$ cat config.mk
export PLATFORM = sky130hd
export DESIGN_NAME = multi_source_interrupt_controller
export DESIGN_NICKNAME = d
export VERILOG_FILES = /design/src/rtl/multi_source_interrupt_controller_pkg.sv /design/src/rtl/multi_source_interrupt_controller_irq_pending_prio.sv /design/src/rtl/multi_source_interrupt_controller.sv
export SDC_FILE = /design/constraint.sdc
export NUM_CORES = 1
export LEC_CHECK = 0
export BUFFER_PORTS_ARGS = -buffer_cell sky130_fd_sc_hd__buf_2
export CAP_MARGIN = 5
export CORE_MARGIN = 2
export CORE_UTILIZATION = 35
export DETAILED_ROUTE_END_ITERATION = 8
export PLACE_DENSITY = 0.64
export RECOVER_POWER = 100
export SETUP_SLACK_MARGIN = 0.3
export SLEW_MARGIN = 5
export SYNTH_ARGS = -nofsm -noshare
export SYNTH_HDL_FRONTEND = slang
export SYNTH_SLANG_ARGS = --single-unit
$ cat constraint.sdc
create_clock -name clk -period 1.7 [get_ports clk]
set_input_delay 0.17 -clock clk [delete_from_list [all_inputs] [get_ports clk]]
set_output_delay 0.17 -clock clk [all_outputs]
set_load 0.005 [all_outputs]
$ cat src/rtl/multi_source_interrupt_controller_pkg.sv
// Shared types and injected opcodes for the multi-source interrupt controller.
package int_ctrl_pkg;

  typedef enum logic [2:0] {
    IDLE,
    WAIT_IMM,
    WAIT_JMP,
    BUBBLE,
    PUSH1,
    PUSH2,
    REDIRECT
  } ctrlState_e;

  localparam logic [15:0] BUBBLE_INSTR = 16'h07F8;
  localparam logic [15:0] INT_OP1      = 16'hF480;
  localparam logic [15:0] INT_OP2      = 16'hF4C0;

  // Source-id width; a single source still needs one bit.
  function automatic int idWidth(input int n);
    return (n > 1) ? $clog2(n) : 1;
  endfunction

endpackage

$ cat src/rtl/multi_source_interrupt_controller_irq_pending_prio.sv
// Edge capture into a sticky pending register, masking, and lowest-index selection.
module irq_pending_prio #(
  parameter int NUM_SRC = 4,
  parameter int ID_W    = 2
) (
  input  logic               clk,
  input  logic               rst,
  input  logic [NUM_SRC-1:0] irq,
  input  logic [NUM_SRC-1:0] irq_mask,
  input  logic [NUM_SRC-1:0] clr_onehot,
  output logic [NUM_SRC-1:0] pending,
  output logic               any_eligible,
  output logic [ID_W-1:0]    sel_id
);

  logic [NUM_SRC-1:0] irqQ;
  logic [NUM_SRC-1:0] rise;
  logic [NUM_SRC-1:0] eligible;

  assign rise = irq & ~irqQ;

  // A fresh edge beats a same-cycle clear so the new request is never lost.
  always_ff @(posedge clk or posedge rst) begin
    if (rst) begin
      irqQ    <= '0;
      pending <= '0;
    end else begin
      irqQ    <= irq;
      pending <= (pending & ~clr_onehot) | rise;
    end
  end

  assign eligible     = pending & ~irq_mask;
  assign any_eligible = |eligible;

  always_comb begin
    sel_id = '0;
    for (int i = NUM_SRC - 1; i >= 0; i--) begin
      if (eligible[i]) sel_id = ID_W'(i);
    end
  end

endmodule

$ cat src/rtl/multi_source_interrupt_controller.sv
// Multi-source interrupt controller: injects bubble / PC-push pair / IVT redirect at fetch.
module multi_source_interrupt_controller
  import int_ctrl_pkg::*;
#(
  parameter int NUM_SRC       = 4,
  parameter int PC_WIDTH      = 32,
  parameter int INSTR_WIDTH   = 16,
  parameter int BUBBLE_CYCLES = 1,
  parameter int JMP_WAIT      = 1,
  parameter int IVT_BASE      = 0,
  parameter int IVT_STRIDE    = 2,
  localparam int ID_W         = idWidth(NUM_SRC)
) (
  input  logic                   clk,
  input  logic                   rst,
  input  logic [NUM_SRC-1:0]     irq,
  input  logic [NUM_SRC-1:0]     irq_mask,
  input  logic                   global_en,
  input  logic                   fetch_has_imm,
  input  logic                   decode_is_jmp,
  input  logic [PC_WIDTH-1:0]    next_pc,
  output logic                   inject_active,
  output logic [INSTR_WIDTH-1:0] inject_instr,
  output logic                   save_pc_valid,
  output logic [PC_WIDTH-1:0]    save_pc,
  output logic                   redirect_valid,
  output logic [PC_WIDTH-1:0]    redirect_pc,
  output logic                   busy,
  output logic [ID_W-1:0]        active_id,
  output logic [NUM_SRC-1:0]     pending
);

  localparam logic [2:0] BUB_LAST = 3'(BUBBLE_CYCLES - 1);
  localparam logic [2:0] JMP_LAST = 3'(JMP_WAIT - 1);

  ctrlState_e          state, stateNxt;
  logic [2:0]          cnt, cntNxt;
  logic [PC_WIDTH-1:0] savedPc, savedPcNxt;
  logic [ID_W-1:0]     activeId, activeIdNxt, selId;
  logic                anyEligible, accept;
  logic [NUM_SRC-1:0]  clrOnehot;
  logic [PC_WIDTH-1:0] ivtTarget;

  irq_pending_prio #(.NUM_SRC(NUM_SRC), .ID_W(ID_W)) uPrio (
    .clk          (clk),
    .rst          (rst),
    .irq          (irq),
    .irq_mask     (irq_mask),
    .clr_onehot   (clrOnehot),
    .pending      (pending),
    .any_eligible (anyEligible),
    .sel_id       (selId)
  );

  assign accept    = (state == IDLE) && global_en && anyEligible;
  assign clrOnehot = accept ? (NUM_SRC'(1) << selId) : '0;

  always_ff @(posedge clk or posedge rst) begin
    if (rst) begin
      state    <= IDLE;
      cnt      <= '0;
      savedPc  <= '0;
      activeId <= '0;
    end else begin
      state    <= stateNxt;
      cnt      <= cntNxt;
      savedPc  <= savedPcNxt;
      activeId <= activeIdNxt;
    end
  end

  always_comb begin
    stateNxt    = state;
    cntNxt      = cnt;
    savedPcNxt  = savedPc;
    activeIdNxt = activeId;
    case (state)
      IDLE: begin
        if (accept) begin
          activeIdNxt = selId;
          if (decode_is_jmp) begin
            stateNxt = WAIT_JMP;
            cntNxt   = JMP_LAST;
          end else if (fetch_has_imm) begin
            // Return past the immediate word, which is allowed through first.
            stateNxt   = WAIT_IMM;
            savedPcNxt = next_pc + PC_WIDTH'(1);
          end else begin
            stateNxt   = BUBBLE;
            cntNxt     = BUB_LAST;
            savedPcNxt = next_pc;
          end
        end
      end
      WAIT_IMM: begin
        stateNxt = BUBBLE;
        cntNxt   = BUB_LAST;
      end
      WAIT_JMP: begin
        if (cnt == 3'd0) begin
          // Jump target has resolved onto next_pc by now; that is the return address.
          savedPcNxt = next_pc;
          stateNxt   = BUBBLE;
          cntNxt     = BUB_LAST;
        end else begin
          cntNxt = cnt - 3'd1;
        end
      end
      BUBBLE: begin
        if (cnt == 3'd0) stateNxt = PUSH1;
        else             cntNxt   = cnt - 3'd1;
      end
      PUSH1:    stateNxt = PUSH2;
      PUSH2:    stateNxt = REDIRECT;
      REDIRECT: stateNxt = IDLE;
      default:  stateNxt = IDLE;
    endcase
  end

  always_comb begin
    inject_active  = 1'b0;
    inject_instr   = '0;
    save_pc_valid  = 1'b0;
    redirect_valid = 1'b0;
    case (state)
      WAIT_JMP, BUBBLE: begin
        inject_active = 1'b1;
        inject_instr  = INSTR_WIDTH'(BUBBLE_INSTR);
      end
      PUSH1: begin
        inject_active = 1'b1;
        inject_instr  = INSTR_WIDTH'(INT_OP1);
        save_pc_valid = 1'b1;
      end
      PUSH2: begin
        inject_active = 1'b1;
        inject_instr  = INSTR_WIDTH'(INT_OP2);
        save_pc_valid = 1'b1;
      end
      REDIRECT: begin
        inject_active  = 1'b1;
        inject_instr   = INSTR_WIDTH'(BUBBLE_INSTR);
        redirect_valid = 1'b1;
      end
      default: ;
    endcase
  end

  assign ivtTarget   = PC_WIDTH'(IVT_BASE) + PC_WIDTH'(activeId) * PC_WIDTH'(IVT_STRIDE);
  assign save_pc     = save_pc_valid  ? savedPc   : '0;
  assign redirect_pc = redirect_valid ? ivtTarget : '0;
  assign busy        = (state != IDLE);
  assign active_id   = activeId;

endmodule

* Word-level counts from Yosys, hierarchy flattened *
Index checks and enable logic that the tools add are counted.

storage, ports and cells
  bits in registers = 48
  input bits = 45
  output and inout port bits = 90
  logic and storage cells = 71

cells by class
  add/sub/neg operators = 2
  eq/ne operators = 12
  shift operators = 1
  muxes and demuxes = 28
  bitwise operators = 7
  reductions and logical operators = 15

operators with widths
  cell                     count
  $mux W32                 5
  $pmux W32 S2             1
  $pmux W16 S3             1
  $add A32 B1 Y32 const B  1
  $mux W3                  9
  $pmux W3 S6              1
  $and A4 B4 Y4            3
  $mux W2                  6
  $not A4 Y4               3
  $pmux W3 S4              1
  $ne A2 B2 Y1 const B     5
  $eq A3 B3 Y1 const B     3
  $reduce_and A4 Y1        2
  $eq A3 B2 Y1 const B     2
  $logic_not A3 Y1         2
  $reduce_or A5 Y1         1
  $mux W4                  1
  $or A4 B4 Y4             1
  $reduce_bool A4 Y1       1
  $reduce_or A4 Y1         1
  $shl A1 B2 Y4 const A    1
  $eq A3 B1 Y1 const B     1
  $mux W1                  3
  $ne A3 B3 Y1 const B     1
  other kinds (8)          9

* Logic depth before layout (Yosys ltp) *
Gate-level depths: netlist of the first run.

  word-level depth = 11
  gate-level depth with buffers = 9
  gate-level depth less buffers = 7

* Modules after synthesis *
From an unflattened synthesis of the first run, not the netlist that was laid out.

unflattened totals
  cell total of the unflattened synthesis = 376
  area, all modules = 3194.3 sq um

modules (own cells, without submodules)
  module                             instances  cells an instance  area each (sq um)  seq. area each (sq um)
  multi_source_interrupt_controller  1          345                2862.7             1001.0
  irq_pending_prio                   1          31                 331.6              200.2

* Least setup slack after synthesis of the first run *
OpenSTA, ideal clock, no wires.

  path kind = flip-flop to flip-flop
  from = reg state[1]
  to = reg savedPc[27]
  arrival = 1710 ps
  required time = 1575 ps
  path slack = -134 ps
  stages on the path, launching flop included = 7
  path buffers = 1
  cell sequence = dfrtp_1 > nor3b_4 > nor4_1 > clkbuf_1 > nand4_1 > xnor2_1 > mux2_2

on the way
  word-level cells in the longest chain between the ends = 5
  elaborated cells on any way between the ends = 10
  those cells by class = eq/ne (4); mux (1); reduce/logical (5)

RTL lines
  what                                line                                                                              source
  start, declared                     multi_source_interrupt_controller.sv:36                                           ctrlState_e state, stateNxt;
  start signal, assigned              multi_source_interrupt_controller.sv:65                                           state <= stateNxt;
  $logic_not A3 Y1                    multi_source_interrupt_controller.sv:55, multi_source_interrupt_controller.sv:77
  $logic_and A1 B1 Y1 (2 in a row)    multi_source_interrupt_controller.sv:55                                           assign accept = (state == IDLE) && global_en && anyEligible;
  $ne A2 B2 Y1 (no source line)       --
  $reduce_and A4 Y1 (no source line)  --
  end signal, assigned                multi_source_interrupt_controller.sv:67                                           savedPc <= savedPcNxt;
  end, declared                       multi_source_interrupt_controller.sv:38                                           logic [PC_WIDTH-1:0] savedPc, savedPcNxt;

Several ways; a longest one is shown, not always the timed one.
A chain may end at the register's enable or synchronous reset.

* Worst setup path in the final report of the first run *
  from = reg state[2]
  to = out save_pc[6]

on the way
  word-level cells in the longest chain between the ends = 4
  elaborated cells on any way between the ends = 5
  those cells by class = eq/ne (2); mux (2); reduce/logical (1)

RTL lines
  what                                 line                                      source
  $eq A3 B3 Y1                         multi_source_interrupt_controller.sv:125  case (state)
  $reduce_or A2 Y1 (no source line) *  --
  $mux W1 *                            multi_source_interrupt_controller.sv:125
  $mux W32 *                           multi_source_interrupt_controller.sv:150  assign save_pc = save_pc_valid ? savedPc : '0;
  end, declared                        multi_source_interrupt_controller.sv:25   output logic [PC_WIDTH-1:0] save_pc,

Mark *: on every way between the ends. The rest lies on a longest branch, timed or not.

==> results of run 1 <==
registers in the layout, indices dropped and copies added (netlist names):
register	count
active_id	2
savedPc	32
uPrio.pending	4
cnt	3
state	3
uPrio.irqQ	4
power groups by stage:
stage | combinational [W] | sequential [W] | clock (W)
CTS | 0.00283 | 0.00186 | 0.000997
detailed placement | 0.00236 | 0.00188 | 0
floorplan | 0.00176 | 0.00180 | 0
finish | 0.00456 | 0.00193 | 0.000972
global placement | 0.00232 | 0.00187 | 0
global route | 0.00487 | 0.00198 | 0.00106
area by class of cell:
| class | count | share of cell area [%] |
|---|---|---|
| sequential | 48 | 23.4 |
| inverter | 9 | 0.657 |
| antenna | 1 | 0.0487 |
| clock inverter | 2 | 1.17 |
| multi-input combinational | 291 | 42.0 |
| tap | 108 | 2.63 |
| timing repair buffer | 165 | 28.7 |
| clock buffer | 5 | 1.34 |
final timing paths:
check / from / endpoint / depth (start not counted)
min in group asynchronous: rst / savedPc[17] / 3
worst min-delay path: irq_mask[0] / uPrio.pending[0] / 3
max in group asynchronous: rst / savedPc[8] / 4
worst max register to register: uPrio.pending[0] / state[0] / 5
worst min register to register: uPrio.irqQ[3] / uPrio.pending[3] / 1
worst max-delay path: state[2] / save_pc[6] / 6
critical path: stages (launching register included):
cell	delay, ns
dfrtp_2	0.46
buf_6	0.14
nor2b_4	0.12
buf_12	0.14
clkbuf_16	0.16
and2_4	0.14
buf_6	0.11
cells by family after synthesis:
group | synth area share (%)
flops | 37.4
fa+ha+maj | 1.17
buf+inv | 13.0
simple gates | 27.8
other cells | 0.117
mux | 1.32
xor+xnor | 7.91
compound gates | 11.3
Yosys cell counts, drive strengths merged (5+ instances only):
cell type	count	area (um^2)
a21oi	5	25.0
and2	38	239
and3	9	57.6
buf	49	358
clkbuf	7	26.3
dfrtp	48	1200
inv	9	33.8
nand2	40	158
nand3	10	55.1
nand4	16	106
nor2	16	65.1
nor2b	9	56.3
o21ai	41	205
o31ai	5	37.5
xnor2	5	43.8
xor2	24	210
through the flow:
step / setup slack (ns) / std cells / setup TNS [ns] / utilization (%)
finish: -0.0472 / 629 / -0.783 / 58.4
global route: -0.0834 / 628 / -2.48 / 58.3
CTS: 0.0164 / 608 / 0 / 49.0
detailed placement: 0.0185 / 578 / 0 / 43.6
global placement: 0.0389 / 578 / 0 / 43.6
floorplan: 0.0294 / 403 / 0 / -
layer usage:
metal | part of all wire (%) | global-route usage [%] | vias up | wire (um)
li1 | - | - | 1483 | -
met3 | 5.4 | 2.86 | 10 | 553
met5 | 0 | 0 | - | 0
met4 | 1.0 | 4.21 | 0 | 107
met1 | 41 | 21.5 | 1535 | 4180
met2 | 53 | 29.9 | 112 | 5410
timing repair:
| item | 4_1_cts | 5_1_grt |
|---|---|---|
| cloned | 3 | 12 |
| buffers inserted | 15 | 8 |
| pin swaps | 15 | 62 |
| hold buffers | 5 | 0 |
| endpoints found under the hold margin | 23 | 0 |
| gates resized for setup | 40 | 138 |
| setup endpoints to repair | 90 | 93 |
==> impl_metrics.ini, run 1 <==
[status]
status = complete, but fails checks
violations = negative setup slack

[placement]
io_buffers = 100
gp_congestion = 0.909
placed_cell_area_um2 = 3840
place_hpwl_um = 6180

[floorplanning]
dieArea_um2 = 9960
num_rows = 34
initial_utilization_pct = 36.5
die_w_um = 99.8
fp.dieH_um = 99.8
core_um2 = 8810
io_pins = 135

[critical_path]
critPathKind = reg2out
cp-start-kind = flop
cp.required_ns = 1.53
cp.arrival_ns = 1.58
r2r_slack_ns = -0.01
endpoint_kind = primary output
critPathMaxFanout = 8

[global_routing]
grt_max_degree = 41
antenna_found_initial = 0
track_usage_pct = 16.9
grt_pass1_vias = 2862
overflow = 0
grt_pass1_wl_um = 13500

[routing]
viasPerCell = 4.99
wl_per_cell_um = 16.3
antenna_left = 0
drt_iter0_drc = 121
drt_first_pass_iters = 4
vias = 3140
routed_wl_um = 10200
drc = 0

[synth]
synth-seq-cells = 48
ys_seq_area_share_pct = 37.4
postSynth.asyncResetShare_pct = 100
synth-main-ff-cell = dfrtp_1
synth_enable_flop_cells = 0
synthCells = 370
ys.warnings.count = 0
syn-cell-area_um2 = 3210
synth.distinct_cells = 47
syn_avg_cell_area_um2 = 8.68

[layout]
final_common_cell = buf_2
layout_common_cells = 58 x buf_2, 53 x buf_6, 47 x dfrtp_1, 34 x conb_1, 33 x and2_4
postLayoutCellArea_um2 = 5140
nNetsFinal = 568
layout-drive-gt1-share_pct = 52.9
syn2layout_area_growth_pct = 60.0
fillers = 780
multi_input_area_um2 = 2160
regArea_um2 = 1200

[pwr]
p_seq_share_pct = 25.9
intPower_w = 0.00473
clkPwrFrac_pct = 13.0
leakage_nw = 2.43
p_switching_w = 0.00273
p_total_w = 0.00747
ir_worst_vdd_v = 0.000510
pwr-share-comb_pct = 61.1
power_density_nw_per_um2 = 1450
p_sw_share_pct = 36.6

[timing]
max_slew_margin_pct = 48.5
min_period_over_period_pct = 103
skew_ns = 0.00831
layout_setup_ws_ns = -0.0472
final_max_slew_viol_count = 0
whs_ns = 0.143
finalCriticalPeriod_ns = 1.75
rsz0062_at_grt = true
max_freq_ghz = 0.572
worst_slew_pin_slew_ns = 0.772
hold_violations = 0
setup_viol = 31

[hold_path]
holdCritPathClass = in2reg

[clock_tree]
clk_path_buf_depth = 2
clock-sinks = 48
clk_pin_slew_ns = 0.09
cts_buffers = 5
cts_tree = built
clk_latency_ns = 0.31
cts_root_buf = clkbuf_8
h-tree-depth = 2

[run]
drv_cap = 0
No activity file was read; power rests on OpenSTA's default activity.
==> inputs of run 2 (changes only) <==
--- a/config.mk
+++ b/config.mk
@@ -16,4 +16,5 @@
 export SLEW_MARGIN = 5
 export SYNTH_ARGS = -nofsm -noshare
 export SYNTH_HDL_FRONTEND = slang
+export SYNTH_HIERARCHICAL = 1
 export SYNTH_SLANG_ARGS = --single-unit
==> run 2 against run 1 <==
Effect of this change: the flow still finishes with violations (negative setup slack); sequential share of layout area fell by 0.69 points; design area rose by 2.9%; wire length rose by 7.0%; critical endpoint is now savedPc[9]; critical path type is now reg2reg.
==> impl_metrics.ini, run 2 <==
[status]
status = complete, but fails checks
violations = negative setup slack

[clock_tree]
clk_path_buf_depth = 2
clock-sinks = 48
cts_root_buf = clkbuf_8
h-tree-depth = 2
clk_latency_ns = 0.31
cts_buffers = 5
cts_tree = built
clk_pin_slew_ns = 0.10

[pwr]
leakage_nw = 2.50
ir_worst_vdd_v = 0.000726
power_density_nw_per_um2 = 1490
p_total_w = 0.00787

[timing]
worst_slew_pin_slew_ns = 0.640
max_freq_ghz = 0.570
layout_setup_ws_ns = -0.0540
whs_ns = 0.160
rsz0062_at_grt = true
min_period_over_period_pct = 103
final_max_slew_viol_count = 0
finalCriticalPeriod_ns = 1.75
max_slew_margin_pct = 57.3
skew_ns = 0.00584
hold_violations = 0
setup_viol = 48
finalSetupTns_ns = -1.52

[layout]
regMostFlops = savedPc
final_core_util_pct = 60.1
layout-drive-gt1-share_pct = 53.8
fillers = 676
multi_input_area_um2 = 2070
layout_common_cells = 56 x buf_6, 51 x buf_2, 48 x dfrtp_1, 35 x and2_4, 34 x conb_1
largest_reg_flops = 32
nNetsFinal = 582
final_common_cell = buf_6
syn2layout_area_growth_pct = 65.6
antenna_cells = 0
reg.largest.list = savedPc (32), uPrio/irqQ (4), uPrio/pending (4)
regArea_um2 = 1200

[floorplanning]
fp.dieH_um = 99.5
dieArea_um2 = 9910
initial_utilization_pct = 36.3
die_w_um = 99.5
core_um2 = 8810
io_pins = 135
num_rows = 34

[synth]
syn_avg_cell_area_um2 = 8.50
synth_enable_flop_cells = 0
ys_seq_area_share_pct = 37.6
yosysMostFrequentCell = nand2_1
postSynth.asyncResetShare_pct = 100
synth_area_leader_cell = dfrtp_1
ys.warnings.count = 6
synth-seq-cells = 48
synth.distinct_cells = 41
synthCells = 376
synth_area_leaders = dfrtp_1 38%, buf_4 10%, xor2_1 7.7%
synth_top_area_share_pct = 37.6
synth-main-ff-cell = dfrtp_1
syn-cell-area_um2 = 3190
synthTopCellsByCount = 53 x nand2_1, 48 x dfrtp_1, 43 x buf_4, 37 x and2_1, 28 x xor2_1

[critical_path]
slowest_delay_ns = 0.38
critPathMaxFanout = 8
worst-path-buf-inv = 3
cp_cell_sequence = and2b_2 > nor2_2 > nand2_2 > nand2_4 > nor3_4 > o21ai_4 > buf_6 > buf_12 > buf_16 > nand2_2 > o21ai_1
endpoint_kind = flop
r2r_cells = 11
reg2reg_from = uPrio/pending[0]
slowest_stage = dfrtp_1
r2r-end = savedPc[9]
critPathMostFrequentCell = nand2_2
cp.arrival_ns = 1.99
critPathKind = reg2reg
cp-start-kind = flop
cp_top_family = simple AND/OR/NAND/NOR gates
cp.required_ns = 1.94
r2r_slack_ns = -0.05

[hold_path]
holdCritPathClass = in2reg
hold_end = savedPc[29]
min_path_cells = 3
hold_path.startpoint = next_pc[29]

[routing]
viasPerCell = 5.00
wl_per_cell_um = 17.0
vias = 3216
drc = 0
drt_iter0_drc = 192
drt_first_pass_iters = 4
routed_wl_um = 11000
antenna_left = 0

[placement]
io_buffers = 100
gp_congestion = 0.841
place_hpwl_um = 5740
place_ws_ns = 0.0438

[global_routing]
antenna_found_initial = 0
grt_max_degree = 25
grt_pass1_wl_um = 15400
track_usage_pct = 19.6
grt_pass1_vias = 3038
overflow = 0

[run]
drv_cap = 0
[run 2: cell count changes after synthesis, moves of 8 or more]
cell / previous run / this run
o21ai_1: 29 / 7
nand2_1: 39 / 53
o21ai_0: 12 / 26
inv_1: 9 / 17
[run 2: layer usage]
layer / routed length (um) / global-route usage [%]
met1: 4190 / 24.2
met4: 448 / 9.59
met3: 627 / 3.30
met2: 5700 / 33.2
met5: 0 / 0
[run 2: layout make-up]
class                   count  area share [%]
repair buffers            173            32.5
well taps                 108            2.55
multi-input cells         289            39.0
flip-flops and latches     48            22.7
clock buffers               6            1.56
inverters                  17            1.30
clock inverters             2           0.284
[run 2: tightest hold or removal path: cells and delay by family]
family	cells	cell delay, ns
xor gates and xnor gates	1	0.07
buffers and inverters	1	0.11
AOI/OAI and AO/OA	1	0.09
[run 2: per-stage QoR]
stage | area [um^2] | instances
2_1_floorplan | 3420 | 409
3_3_place_gp | 3800 | 578
3_5_place_dp | 3800 | 578
4_1_cts | 4700 | 625
5_1_grt | 5290 | 643
6_report | 5290 | 643
[run 2: how the worst max path moves through the flow]
stage	startpoint	endpoint	slack, ns	depth (start not counted)
after floorplan	uPrio/pending[0]	savedPc[13]	0.17	8
after global placement	state[1]	savedPc[11]	0.07	5
after detailed placement	uPrio/pending[0]	savedPc[28]	0.04	8
after CTS	state[2]	save_pc[11]	0.05	6
after global routing	uPrio/pending[0]	savedPc[9]	-0.13	11
final	uPrio/pending[0]	savedPc[9]	-0.05	11
[run 2: logic make-up (layout without fill, tap and decap cells)]
logic type	Yosys count	in the layout	synth area share [%]
other	1	34	0.117
buffers and inverters	72	198	13.8
AO/OA/AOI/OAI	51	51	9.56
multiplexers	3	3	0.940
XOR/XNOR	32	32	8.77
flip-flops	48	48	37.6
adder cells (fa/ha/maj)	3	3	1.18
AND/OR/NAND/NOR	166	166	28.0
[run 2: power by group]
group	internal (W)	switching (W)	total, W
sequential	0.00160	0.000330	0.00193
clock	0.000330	0.000408	0.000737
combinational	0.00301	0.00219	0.00521
total	0.00494	0.00293	0.00787
[run 2: timing repair]
action	4_1_cts	5_1_grt
hold buffers	5	0
gates cloned	8	5
pin swaps	35	32
endpoints found under the setup margin	88	93
hold endpoints to repair	28	0
setup buffers	26	13
resized for setup	88	99
==> inputs of run 3 (changes only) <==
==> constraint.sdc (replaced) <==
create_clock -name clk -period 1.7 [get_ports clk]
set_input_delay 0.085 -clock clk [delete_from_list [all_inputs] [get_ports clk]]
set_output_delay 0.085 -clock clk [all_outputs]
set_load 0.005 [all_outputs]
==> run 3 against run 2 <==
Effect of this change: first-iteration DRC count decreased by 51%; count of clock-buffer cells in the layout increased by 1; worst setup slack improved by 0.12 ns; the flow now finishes without violations.
==> impl_metrics.ini, run 3 (synthesis results as in run 2) <==
[timing]
max_slew_margin_pct = 30.9
max_freq_ghz = 0.613
final_max_slew_viol_count = 0
min_period_over_period_pct = 95.9
setup_viol = 0
skew_ns = 0.00344
finalCriticalPeriod_ns = 1.63
hold_violations = 0
rsz0062_at_grt = true
worst_slew_pin_slew_ns = 1.04

[global_routing]
track_usage_pct = 16.9
grt_pass1_wl_um = 13300
grt_pass1_vias = 2751
antenna_found_initial = 0
overflow = 0
grt_max_degree = 41

[pwr]
intPower_w = 0.00404
pwr-share-comb_pct = 58.8
ir_worst_vdd_v = 0.000701
p_sw_share_pct = 37.3
clkPwrFrac_pct = 11.4
power_density_nw_per_um2 = 1370
p_total_w = 0.00644
p_seq_share_pct = 29.8
p_switching_w = 0.00240
leakage_nw = 2.26

[critical_path]
cp.arrival_ns = 1.86
cp_top_family = simple AND/OR/NAND/NOR gates
worst-path-buf-inv = 2
critPathKind = reg2reg
r2r-end = savedPc[8]
slowest_delay_ns = 0.38
endpoint_kind = flop
cp-startpoint = uPrio/pending[0]
slowest_stage = dfrtp_1
cp-start-kind = flop
r2r_cells = 10
reg2reg_from = uPrio/pending[0]
critPathMaxFanout = 8
cp_cell_sequence = and2b_2 > nor2_2 > nand2_2 > nand2_4 > nor3_4 > o21ai_4 > buf_12 > clkbuf_16 > nand2_1 > o21ai_1
r2r_slack_ns = 0.07
critical_path_depth = 10
cp.required_ns = 1.93

[layout]
final_common_cell = buf_2
fillers = 796
layout_common_cells = 50 x buf_2, 49 x buf_6, 48 x dfrtp_1, 38 x nand2_1, 34 x conb_1
regMostFlops = savedPc
multi_input_area_um2 = 1950
postLayoutCellArea_um2 = 4720
syn2layout_area_growth_pct = 47.7
final_cells = 623
regArea_um2 = 1200
nNetsFinal = 562
antenna_cells = 0
reg.largest.list = savedPc (32), uPrio/irqQ (4), uPrio/pending (4)
layout-drive-gt1-share_pct = 46.4
largest_reg_flops = 32

[clock_tree]
cts_tree = built
clk_pin_slew_ns = 0.09
cts_buffers = 5
clk_latency_ns = 0.30
clk_path_buf_depth = 2
cts_root_buf = clkbuf_8
h-tree-depth = 2
clock-sinks = 48

[hold_path]
min_path_cells = 3
holdCritPathClass = in2reg
hold_end = savedPc[11]
hold_path.startpoint = next_pc[11]

[routing]
drt_first_pass_iters = 4
drt_iter0_drc = 95
routed_wl_um = 8850
wl_per_cell_um = 14.2
viasPerCell = 4.67
drc = 0
antenna_left = 0
vias = 2909

[status]
status = finished clean

[floorplanning]
die_w_um = 99.5
dieArea_um2 = 9910
num_rows = 34
initial_utilization_pct = 36.3
io_pins = 135
core_um2 = 8810
fp.dieH_um = 99.5

[placement]
io_buffers = 100
gp_congestion = 0.775
placed_cell_area_um2 = 3780
place_hpwl_um = 5950
dp_cells = 579

[run]
drv_cap = 0
==> run 3: changes by cell type in the layout (fill, tap and decap cells not counted), moves of 5 or more <==
| cell | previous run | this run |
|---|---|---|
| buf_6 | 56 | 49 |
| clkbuf_2 | 1 | 6 |
| buf_16 | 8 | 2 |
| nand2_1 | 29 | 38 |
| nand2_2 | 21 | 11 |
| o21ai_2 | 17 | 11 |
| clkbuf_1 | 6 | 11 |
==> run 3: final cells by class <==
type	count	area share (%)
multi-input cells	289	41.4
repair buffers	153	26.9
flip-flops and latches	48	25.5
well taps	108	2.86
clock buffers	7	1.83
inverters	17	1.35
clock inverters	1	0.159
==> run 3: worst register-to-register path, cell delays in order (launching register included) <==
cell and delay [ns]:
dfrtp_1 0.38, and2b_2 0.22, nor2_2 0.11, nand2_2 0.09, nand2_4 0.10, nor3_4 0.05, o21ai_4 0.18, buf_12 0.16
clkbuf_16 0.16, nand2_1 0.05, o21ai_1 0.07
==> run 3: power by group through the flow <==
| stage | logic, W | registers [W] | clock network (W) |
|---|---|---|---|
| floorplan | 0.00175 | 0.00180 | 0 |
| global placement | 0.00229 | 0.00184 | 0 |
| detailed placement | 0.00234 | 0.00186 | 0 |
| CTS | 0.00326 | 0.00187 | 0.000759 |
| global route | 0.00414 | 0.00198 | 0.000793 |
| finish | 0.00378 | 0.00192 | 0.000735 |
==> run 3: per-stage QoR <==
stage                     TNS (ns)  utilization, %  hold WS, ns  setup slack [ns]
after CTS                        0            49.7       0.0779            0.0843
after global placement           0            42.9       0.0477            0.0655
final                            0            53.6       0.0902            0.0691
after floorplan                  0               -      -0.0993             0.168
after detailed placement         0            42.9       0.0591            0.0664
after global routing       -0.0131            53.6       0.0916           -0.0131
==> run 3: layer usage <==
layer  up-vias  track usage, %  wire length [um]
met2        87            30.1              4510
met1      1372            20.6              3770
met5         -               0                 0
met3        13            2.39               312
li1       1437               -                 -
met4         0            6.85               253
==> run 3: worst max path at each step <==
| stage | to | slack [ns] |
|---|---|---|
| floorplan | savedPc[13] | 0.17 |
| global route | uPrio/pending[1] | -0.01 |
| global placement | savedPc[13] | 0.07 |
| CTS | save_pc[31] | 0.08 |
| detailed placement | savedPc[11] | 0.07 |
| finish | savedPc[8] | 0.07 |
==> run 3: repair_timing <==
| item | 4_1_cts | 5_1_grt |
|---|---|---|
| buffers inserted | 15 | 9 |
| resized for setup | 66 | 76 |
| pin swaps | 21 | 40 |
| cloned | 4 | 3 |
| hold buffers | 5 | 0 |
| hold endpoints to repair | 52 | 0 |
| endpoints found under the setup margin | 83 | 91 |
